`src/rtl/cpu_pkg.sv`:
```
// Shared types and constants for the 8-bit four-register CPU front end.
package cpu_pkg;

  localparam int unsigned DATA_W  = 8;
  localparam int unsigned REG_W   = 2;
  localparam int unsigned IMM_W   = 2;
  localparam int unsigned JOFF_W  = 6;

  localparam int unsigned OP_HI   = 7;
  localparam int unsigned OP_LO   = 6;
  localparam int unsigned RS_HI   = 5;
  localparam int unsigned RS_LO   = 4;
  localparam int unsigned RT_HI   = 3;
  localparam int unsigned RT_LO   = 2;
  localparam int unsigned RD_HI   = 1;
  localparam int unsigned RD_LO   = 0;
  localparam int unsigned JOFF_HI = 5;

  typedef enum logic [1:0] {
    OP_ADD = 2'b00,
    OP_LW  = 2'b01,
    OP_SW  = 2'b10,
    OP_J   = 2'b11
  } op_e;

  typedef enum logic [1:0] {
    ST_RESET = 2'b00,
    ST_RUN   = 2'b01,
    ST_HALT  = 2'b10
  } state_e;

  typedef struct packed {
    logic reg_write;
    logic reg_dst;
    logic alu_src;
    logic mem_read;
    logic mem_write;
    logic mem_to_reg;
  } ctrl_t;

  typedef struct packed {
    op_e               op;
    logic [REG_W-1:0]  rs;
    logic [REG_W-1:0]  rt;
    logic [REG_W-1:0]  rd;
    logic [DATA_W-1:0] imm;
    ctrl_t             ctrl;
  } dec_t;

endpackage

```
`src/rtl/ifetch_decode_if.sv`:
```
// Instruction-memory and decoded-instruction bundle of the fetch/decode stage.
interface ifetch_decode_if #(
  parameter int unsigned CNT_W = 16
);
  logic [7:0]       Read_Address;
  logic [7:0]       Instruction;
  logic             Stall;
  logic             Inst_Valid;
  logic [1:0]       Op;
  logic [1:0]       Rs;
  logic [1:0]       Rt;
  logic [1:0]       Rd;
  logic [7:0]       Imm;
  logic             RegWrite;
  logic             RegDst;
  logic             ALUSrc;
  logic             MemRead;
  logic             MemWrite;
  logic             MemToReg;
  logic [7:0]       Inst_PC;
  logic             Halted;
  logic [CNT_W-1:0] Issue_Count;

  modport master (
    output Read_Address,
    input  Instruction,
    input  Stall,
    output Inst_Valid, Op, Rs, Rt, Rd, Imm,
    output RegWrite, RegDst, ALUSrc, MemRead, MemWrite, MemToReg,
    output Inst_PC, Halted, Issue_Count
  );

  modport slave (
    input  Read_Address,
    output Instruction,
    output Stall,
    input  Inst_Valid, Op, Rs, Rt, Rd, Imm,
    input  RegWrite, RegDst, ALUSrc, MemRead, MemWrite, MemToReg,
    input  Inst_PC, Halted, Issue_Count
  );
endinterface

```
`src/rtl/inst_decoder.sv`:
```
// Combinational byte-to-fields/strobes decoder; also exposes the jump offset.
module inst_decoder
  import cpu_pkg::*;
(
  input  logic [DATA_W-1:0] inst,
  output dec_t              dec_c,
  output logic              is_jump_c,
  output logic [DATA_W-1:0] jump_off_c
);

  always_comb begin
    dec_c      = '0;
    is_jump_c  = 1'b0;
    jump_off_c = {{(DATA_W-JOFF_W){inst[JOFF_HI]}}, inst[JOFF_HI:0]};
    dec_c.op   = op_e'(inst[OP_HI:OP_LO]);
    dec_c.rs   = inst[RS_HI:RS_LO];
    dec_c.rt   = inst[RT_HI:RT_LO];
    // Low two bits are rd for add and a signed offset for memory ops.
    case (op_e'(inst[OP_HI:OP_LO]))
      OP_ADD: begin
        dec_c.rd             = inst[RD_HI:RD_LO];
        dec_c.ctrl.reg_write = 1'b1;
        dec_c.ctrl.reg_dst   = 1'b1;
      end
      OP_LW: begin
        dec_c.imm             = {{(DATA_W-IMM_W){inst[RD_HI]}}, inst[RD_HI:RD_LO]};
        dec_c.ctrl.reg_write  = 1'b1;
        dec_c.ctrl.alu_src    = 1'b1;
        dec_c.ctrl.mem_read   = 1'b1;
        dec_c.ctrl.mem_to_reg = 1'b1;
      end
      OP_SW: begin
        dec_c.imm            = {{(DATA_W-IMM_W){inst[RD_HI]}}, inst[RD_HI:RD_LO]};
        dec_c.ctrl.alu_src   = 1'b1;
        dec_c.ctrl.mem_write = 1'b1;
      end
      OP_J:    is_jump_c = 1'b1;
      default: ;
    endcase
  end

endmodule

```
`src/rtl/ifetch_decode.sv`:
```
// Fetch/decode front end: PC, jump resolution, IR stage, halt detection, issue counter.
module ifetch_decode
  import cpu_pkg::*;
#(
  parameter logic [7:0]  PC_RESET = 8'h00,
  parameter int unsigned CNT_W    = 16
) (
  input  logic            Clk,
  input  logic            Reset,
  ifetch_decode_if.master bus
);

  state_e            state_q, state_d;
  logic [DATA_W-1:0] pc_q, pc_d;
  logic [DATA_W-1:0] inst_pc_q, inst_pc_d;
  dec_t              dec_q, dec_d;
  logic              valid_q, valid_d;
  logic              halted_q, halted_d;
  logic [CNT_W-1:0]  cnt_q, cnt_d;

  dec_t              dec_c;
  logic              is_jump_c;
  logic [DATA_W-1:0] jump_off_c;
  logic [DATA_W-1:0] target_c;

  inst_decoder u_dec (
    .inst       (bus.Instruction),
    .dec_c      (dec_c),
    .is_jump_c  (is_jump_c),
    .jump_off_c (jump_off_c)
  );

  assign target_c = pc_q + DATA_W'(1) + jump_off_c;

  // Next-state, PC, IR and counter update.
  always_comb begin
    state_d   = state_q;
    pc_d      = pc_q;
    inst_pc_d = inst_pc_q;
    dec_d     = dec_q;
    valid_d   = valid_q;
    halted_d  = halted_q;
    cnt_d     = cnt_q;

    case (state_q)
      ST_RESET: state_d = ST_RUN;
      ST_RUN: begin
        if (!bus.Stall) begin
          if (is_jump_c) begin
            valid_d    = 1'b0;
            dec_d.ctrl = '0;
            if (target_c == pc_q) begin
              state_d  = ST_HALT;
              halted_d = 1'b1;
            end else begin
              pc_d = target_c;
            end
          end else begin
            dec_d     = dec_c;
            inst_pc_d = pc_q;
            valid_d   = 1'b1;
            pc_d      = pc_q + DATA_W'(1);
          end
        end
      end
      ST_HALT: begin
        if (!bus.Stall) begin
          valid_d    = 1'b0;
          dec_d.ctrl = '0;
        end
      end
      default: state_d = ST_RESET;
    endcase

    if (valid_q && !bus.Stall && (cnt_q != '1)) begin
      cnt_d = cnt_q + CNT_W'(1);
    end
  end

  always_ff @(posedge Clk) begin
    if (Reset) begin
      state_q   <= ST_RESET;
      pc_q      <= PC_RESET;
      inst_pc_q <= '0;
      dec_q     <= '0;
      valid_q   <= 1'b0;
      halted_q  <= 1'b0;
      cnt_q     <= '0;
    end else begin
      state_q   <= state_d;
      pc_q      <= pc_d;
      inst_pc_q <= inst_pc_d;
      dec_q     <= dec_d;
      valid_q   <= valid_d;
      halted_q  <= halted_d;
      cnt_q     <= cnt_d;
    end
  end

  assign bus.Read_Address = pc_q;
  assign bus.Inst_Valid   = valid_q;
  assign bus.Op           = dec_q.op;
  assign bus.Rs           = dec_q.rs;
  assign bus.Rt           = dec_q.rt;
  assign bus.Rd           = dec_q.rd;
  assign bus.Imm          = dec_q.imm;
  assign bus.RegWrite     = dec_q.ctrl.reg_write;
  assign bus.RegDst       = dec_q.ctrl.reg_dst;
  assign bus.ALUSrc       = dec_q.ctrl.alu_src;
  assign bus.MemRead      = dec_q.ctrl.mem_read;
  assign bus.MemWrite     = dec_q.ctrl.mem_write;
  assign bus.MemToReg     = dec_q.ctrl.mem_to_reg;
  assign bus.Inst_PC      = inst_pc_q;
  assign bus.Halted       = halted_q;
  assign bus.Issue_Count  = cnt_q;

endmodule

```
`src/flat_wrapper.sv`:
```
// flat-port wrapper written by rule: the top's interface ports become plain ports
module ifetch_decode_flat import cpu_pkg::*;
#(
  parameter logic [7:0]  PC_RESET = 8'h00,
  parameter int unsigned CNT_W    = 16
)
  (Clk, Reset, bus_Read_Address, bus_Instruction, bus_Stall, bus_Inst_Valid, bus_Op, bus_Rs, bus_Rt, bus_Rd, bus_Imm, bus_RegWrite, bus_RegDst, bus_ALUSrc, bus_MemRead, bus_MemWrite, bus_MemToReg, bus_Inst_PC, bus_Halted, bus_Issue_Count);
  ifetch_decode_if #(.CNT_W(CNT_W)) bus_i ();
  input  logic Clk;
  input  logic Reset;
  output wire logic [$bits(bus_i.Read_Address)-1:0] bus_Read_Address;
  input wire logic [$bits(bus_i.Instruction)-1:0] bus_Instruction;
  input wire logic [$bits(bus_i.Stall)-1:0] bus_Stall;
  output wire logic [$bits(bus_i.Inst_Valid)-1:0] bus_Inst_Valid;
  output wire logic [$bits(bus_i.Op)-1:0] bus_Op;
  output wire logic [$bits(bus_i.Rs)-1:0] bus_Rs;
  output wire logic [$bits(bus_i.Rt)-1:0] bus_Rt;
  output wire logic [$bits(bus_i.Rd)-1:0] bus_Rd;
  output wire logic [$bits(bus_i.Imm)-1:0] bus_Imm;
  output wire logic [$bits(bus_i.RegWrite)-1:0] bus_RegWrite;
  output wire logic [$bits(bus_i.RegDst)-1:0] bus_RegDst;
  output wire logic [$bits(bus_i.ALUSrc)-1:0] bus_ALUSrc;
  output wire logic [$bits(bus_i.MemRead)-1:0] bus_MemRead;
  output wire logic [$bits(bus_i.MemWrite)-1:0] bus_MemWrite;
  output wire logic [$bits(bus_i.MemToReg)-1:0] bus_MemToReg;
  output wire logic [$bits(bus_i.Inst_PC)-1:0] bus_Inst_PC;
  output wire logic [$bits(bus_i.Halted)-1:0] bus_Halted;
  output wire logic [$bits(bus_i.Issue_Count)-1:0] bus_Issue_Count;
  assign bus_Read_Address = bus_i.Read_Address;
  assign bus_i.Instruction = bus_Instruction;
  assign bus_i.Stall = bus_Stall;
  assign bus_Inst_Valid = bus_i.Inst_Valid;
  assign bus_Op = bus_i.Op;
  assign bus_Rs = bus_i.Rs;
  assign bus_Rt = bus_i.Rt;
  assign bus_Rd = bus_i.Rd;
  assign bus_Imm = bus_i.Imm;
  assign bus_RegWrite = bus_i.RegWrite;
  assign bus_RegDst = bus_i.RegDst;
  assign bus_ALUSrc = bus_i.ALUSrc;
  assign bus_MemRead = bus_i.MemRead;
  assign bus_MemWrite = bus_i.MemWrite;
  assign bus_MemToReg = bus_i.MemToReg;
  assign bus_Inst_PC = bus_i.Inst_PC;
  assign bus_Halted = bus_i.Halted;
  assign bus_Issue_Count = bus_i.Issue_Count;
  ifetch_decode #(.PC_RESET(PC_RESET), .CNT_W(CNT_W)) u_core (.Clk(Clk), .Reset(Reset), .bus(bus_i));
endmodule
```
`config.mk`:
```
export PLATFORM = sky130hd
export DESIGN_NAME = ifetch_decode_flat
export DESIGN_NICKNAME = d
export VERILOG_FILES = /design/src/rtl/cpu_pkg.sv /design/src/rtl/ifetch_decode_if.sv /design/src/rtl/inst_decoder.sv /design/src/rtl/ifetch_decode.sv /design/src/flat_wrapper.sv
export SDC_FILE = /design/constraint.sdc
export NUM_CORES = 1
export LEC_CHECK = 0
export BUFFER_PORTS_ARGS = -buffer_cell sky130_fd_sc_hd__buf_2
export CORE_AREA = 2 2 98 76
export DETAILED_ROUTE_END_ITERATION = 8
export DIE_AREA = 0 0 100 78
export HOLD_SLACK_MARGIN = 0.1
export PLACE_DENSITY = 0.67
export SLEW_MARGIN = 30
export SYNTH_ARGS = -nofsm -noshare
export SYNTH_HDL_FRONTEND = slang
export SYNTH_SLANG_ARGS = --single-unit
```
`constraint.sdc`:
```
create_clock -name Clk -period 9.7 [get_ports Clk]
set_input_delay 1.94 -clock Clk [delete_from_list [all_inputs] [get_ports Clk]]
set_output_delay 1.94 -clock Clk [all_outputs]
set_load 0.01 [all_outputs]
```
==> metrics.txt <==
dpl cells 490; clk sinks a little over 50; fraction of registers with async set or reset after synthesis 0%; class of the worst hold path flop to flop; drt total wl between 7000 and 8000 um; first-pass GRT wire length 12560 um; library cells used by synthesis 54; TritonCTS buffer count 5; setup_tns 0 ns; # port buffers 66; final setup margin around 5.3 ns; fin cells 497; Hold Buf Count CTS 0; WS Path Type input pin to flop; clock transition at the registers of the reported paths roughly 0.090 ns; vias in the first global route 2574; Synth Flop Type dfxtp_1; Fmax 227.9 MHz; most frequent cells in the layout buf_2, nand2_1, dfxtp_1; RD Place Congestion 0.9305; CTS tree done; DRC 0; largest net degree at the start of global routing 53; clock skew 0.006569 ns; Worst setup SP type input pin; DIE WIDTH ~100 um; Resize count post-CTS 0; I/O pins 67; register area share after synthesis roughly a third; Mapped Avg Cell Area ~8.3 um2; post-CTS setup buffer count 0; unrepaired setup endpoints after global routing no; #FFs+latches synth slightly above 50; Slew headroom a little under two fifths; Setup violations, final 0; peak supply drop 84.20 uV; fin crit share about 45%; Final Cell Area 3435 um2; Final Hold Viols 0; GRT overflow 0; share of layout cells above drive strength 1 between 10% and 20%; Die Y about 78 um; clk root buf clkbuf_8; n_diodes 0; pre-CTS WS between 5 and 6 ns; peak fanout along the critical path 6; Starting Density approximately 44%; Core Util, Final between 50 and 60%; max cap viols 0; Final min period around 4.4 ns; Hold Slack 0.4576 ns; Slew Viols, Final 0; R2R setup slack slightly above 6 ns; Synthesized Nets a little under 400; Pwr Total 0.4603 mW; worst skew pair latency approximately 0.3 ns; status completed; DIE AREA slightly below 8000 um2; WP data required 9.90 ns; DRT iter0 DRCs approximately 170; Netlist Area Pre-Place approximately 3000 um2; Slew @ Worst Pin between 0.9 and 1 ns; placed instance area 3321 um2; Final #Nets approximately 440; via count roughly 2800; DPL Wire Length approximately 5600 um; Worst EP arrival about 4.6 ns; P_leak approximately 1.5 nW; Worst Setup End Kind flop; H-tree Lvls 2; commonest non-fill, non-tap cell in the layout buf_2; area of the core around 6800 um2; synthesized instance count between 300 and 400; number of enable flip-flop cells after synthesis 0; initial antenna violation count 0; DR vias/cell about 5.7; area grow syn2layout 15.05%; GR Util All Layers 19.78%; layout filler cell count around 670; remaining antenna violation count after routing 0; Cell Pwr Density 134.0 nW/um2; drt pass-1 iters 4; synth warn 0; row cnt 26; Routed wire per std cell 15.31 um; Max Root-Sink Buffers 2
==> synth_stat cells, drive strengths merged, types with 7 or more instances <==
library cell / n / area share [%]
ha: 16 / 6.7
nand3: 21 / 3.5
inv: 13 / 1.6
dfxtp: 51 / 34
a21oi: 28 / 4.7
nand4: 10 / 2.1
clkbuf: 12 / 1.5
xor2: 9 / 2.6
nor2: 29 / 3.6
nand2: 51 / 6.4
buf: 10 / 2.2
nor3: 8 / 1.5
a22oi: 7 / 1.8
nor2b: 7 / 1.5
xnor2: 21 / 6.2
==> cell type report <==
| cell class | instances | area [um2] | share of cell area (%) |
|---|---|---|---|
| multi-input combinational | 275 | 1815 | 52.86 |
| inverter | 13 | 48.80 | 1.421 |
| clock inverter | 2 | 37.54 | 1.093 |
| clock buffer | 5 | 68.82 | 2.004 |
| tap | 84 | 105.1 | 3.060 |
| sequential | 51 | 1021 | 29.73 |
| timing repair buffer | 67 | 337.8 | 9.836 |
==> sequential cells by signal, summed over array words and instances, names as in the netlist, 2 cells and up <==
signal,cells
u_core.bus.Op,2
u_core.state_q,2
u_core.bus.Read_Address,8
u_core.bus.Rd,2
u_core.bus.Rt,2
u_core.bus.Rs,2
u_core.bus.Imm,2
u_core.bus.Issue_Count,16
u_core.bus.Inst_PC,8
==> final timing paths <==
kind | from | to | depth (start not counted)
max | bus_Instruction[0] | u_core.bus.Read_Address[4]$_SDFFE_PP0P_ | 10
min | u_core.bus.Inst_PC[5]$_SDFFE_PP0P_ | u_core.bus.Inst_PC[5]$_SDFFE_PP0P_ | 2
max reg2reg | u_core.bus.Read_Address[0]$_SDFFE_PP0P_ | u_core.bus.Read_Address[4]$_SDFFE_PP0P_ | 11
min reg2reg | u_core.bus.Inst_PC[5]$_SDFFE_PP0P_ | u_core.bus.Inst_PC[5]$_SDFFE_PP0P_ | 2
==> power by group <==
| part | internal [mW] | total [mW] | switching [mW] |
|---|---|---|---|
| Clock | 0.0755 | 0.145 | 0.0696 |
| Combinational | 0.0371 | 0.0917 | 0.0547 |
| Sequential | 0.215 | 0.224 | 0.00832 |
==> logic make-up (layout without fill, tap and decap cells) <==
group,Yosys count,after routing,share of synthesized area (%)
AOI/OAI and AO/OA,75,75,17.31
xor gates and xnor gates,33,33,11.06
adders and majority gates,17,17,7.376
buffers and inverters,35,87,5.323
DFF,51,51,34.20
muxes,3,3,1.048
and+or+nand+nor,147,147,23.68
==> worst max-delay path, stage by stage <==
cell and delay (ns):
buf_2 0.11, ha_1 0.18, inv_1 0.06, fa_1 0.42
nand2b_1 0.18, a21oi_1 0.27, xnor3_1 0.28, nor4_1 0.72
a31oi_1 0.18, o211a_1 0.24
==> routing by layer <==
metal | global-route usage (%) | vias to the layer above | routed length, um
met5 | 0 | - | 0
met4 | 5.616 | 0 | 110
met3 | 3.784 | 10 | 542
met2 | 30.54 | 104 | 3304
met1 | 28.08 | 1313 | 3650
li1 | - | 1386 | -
Note: power is estimated with default switching activity, not from simulation.
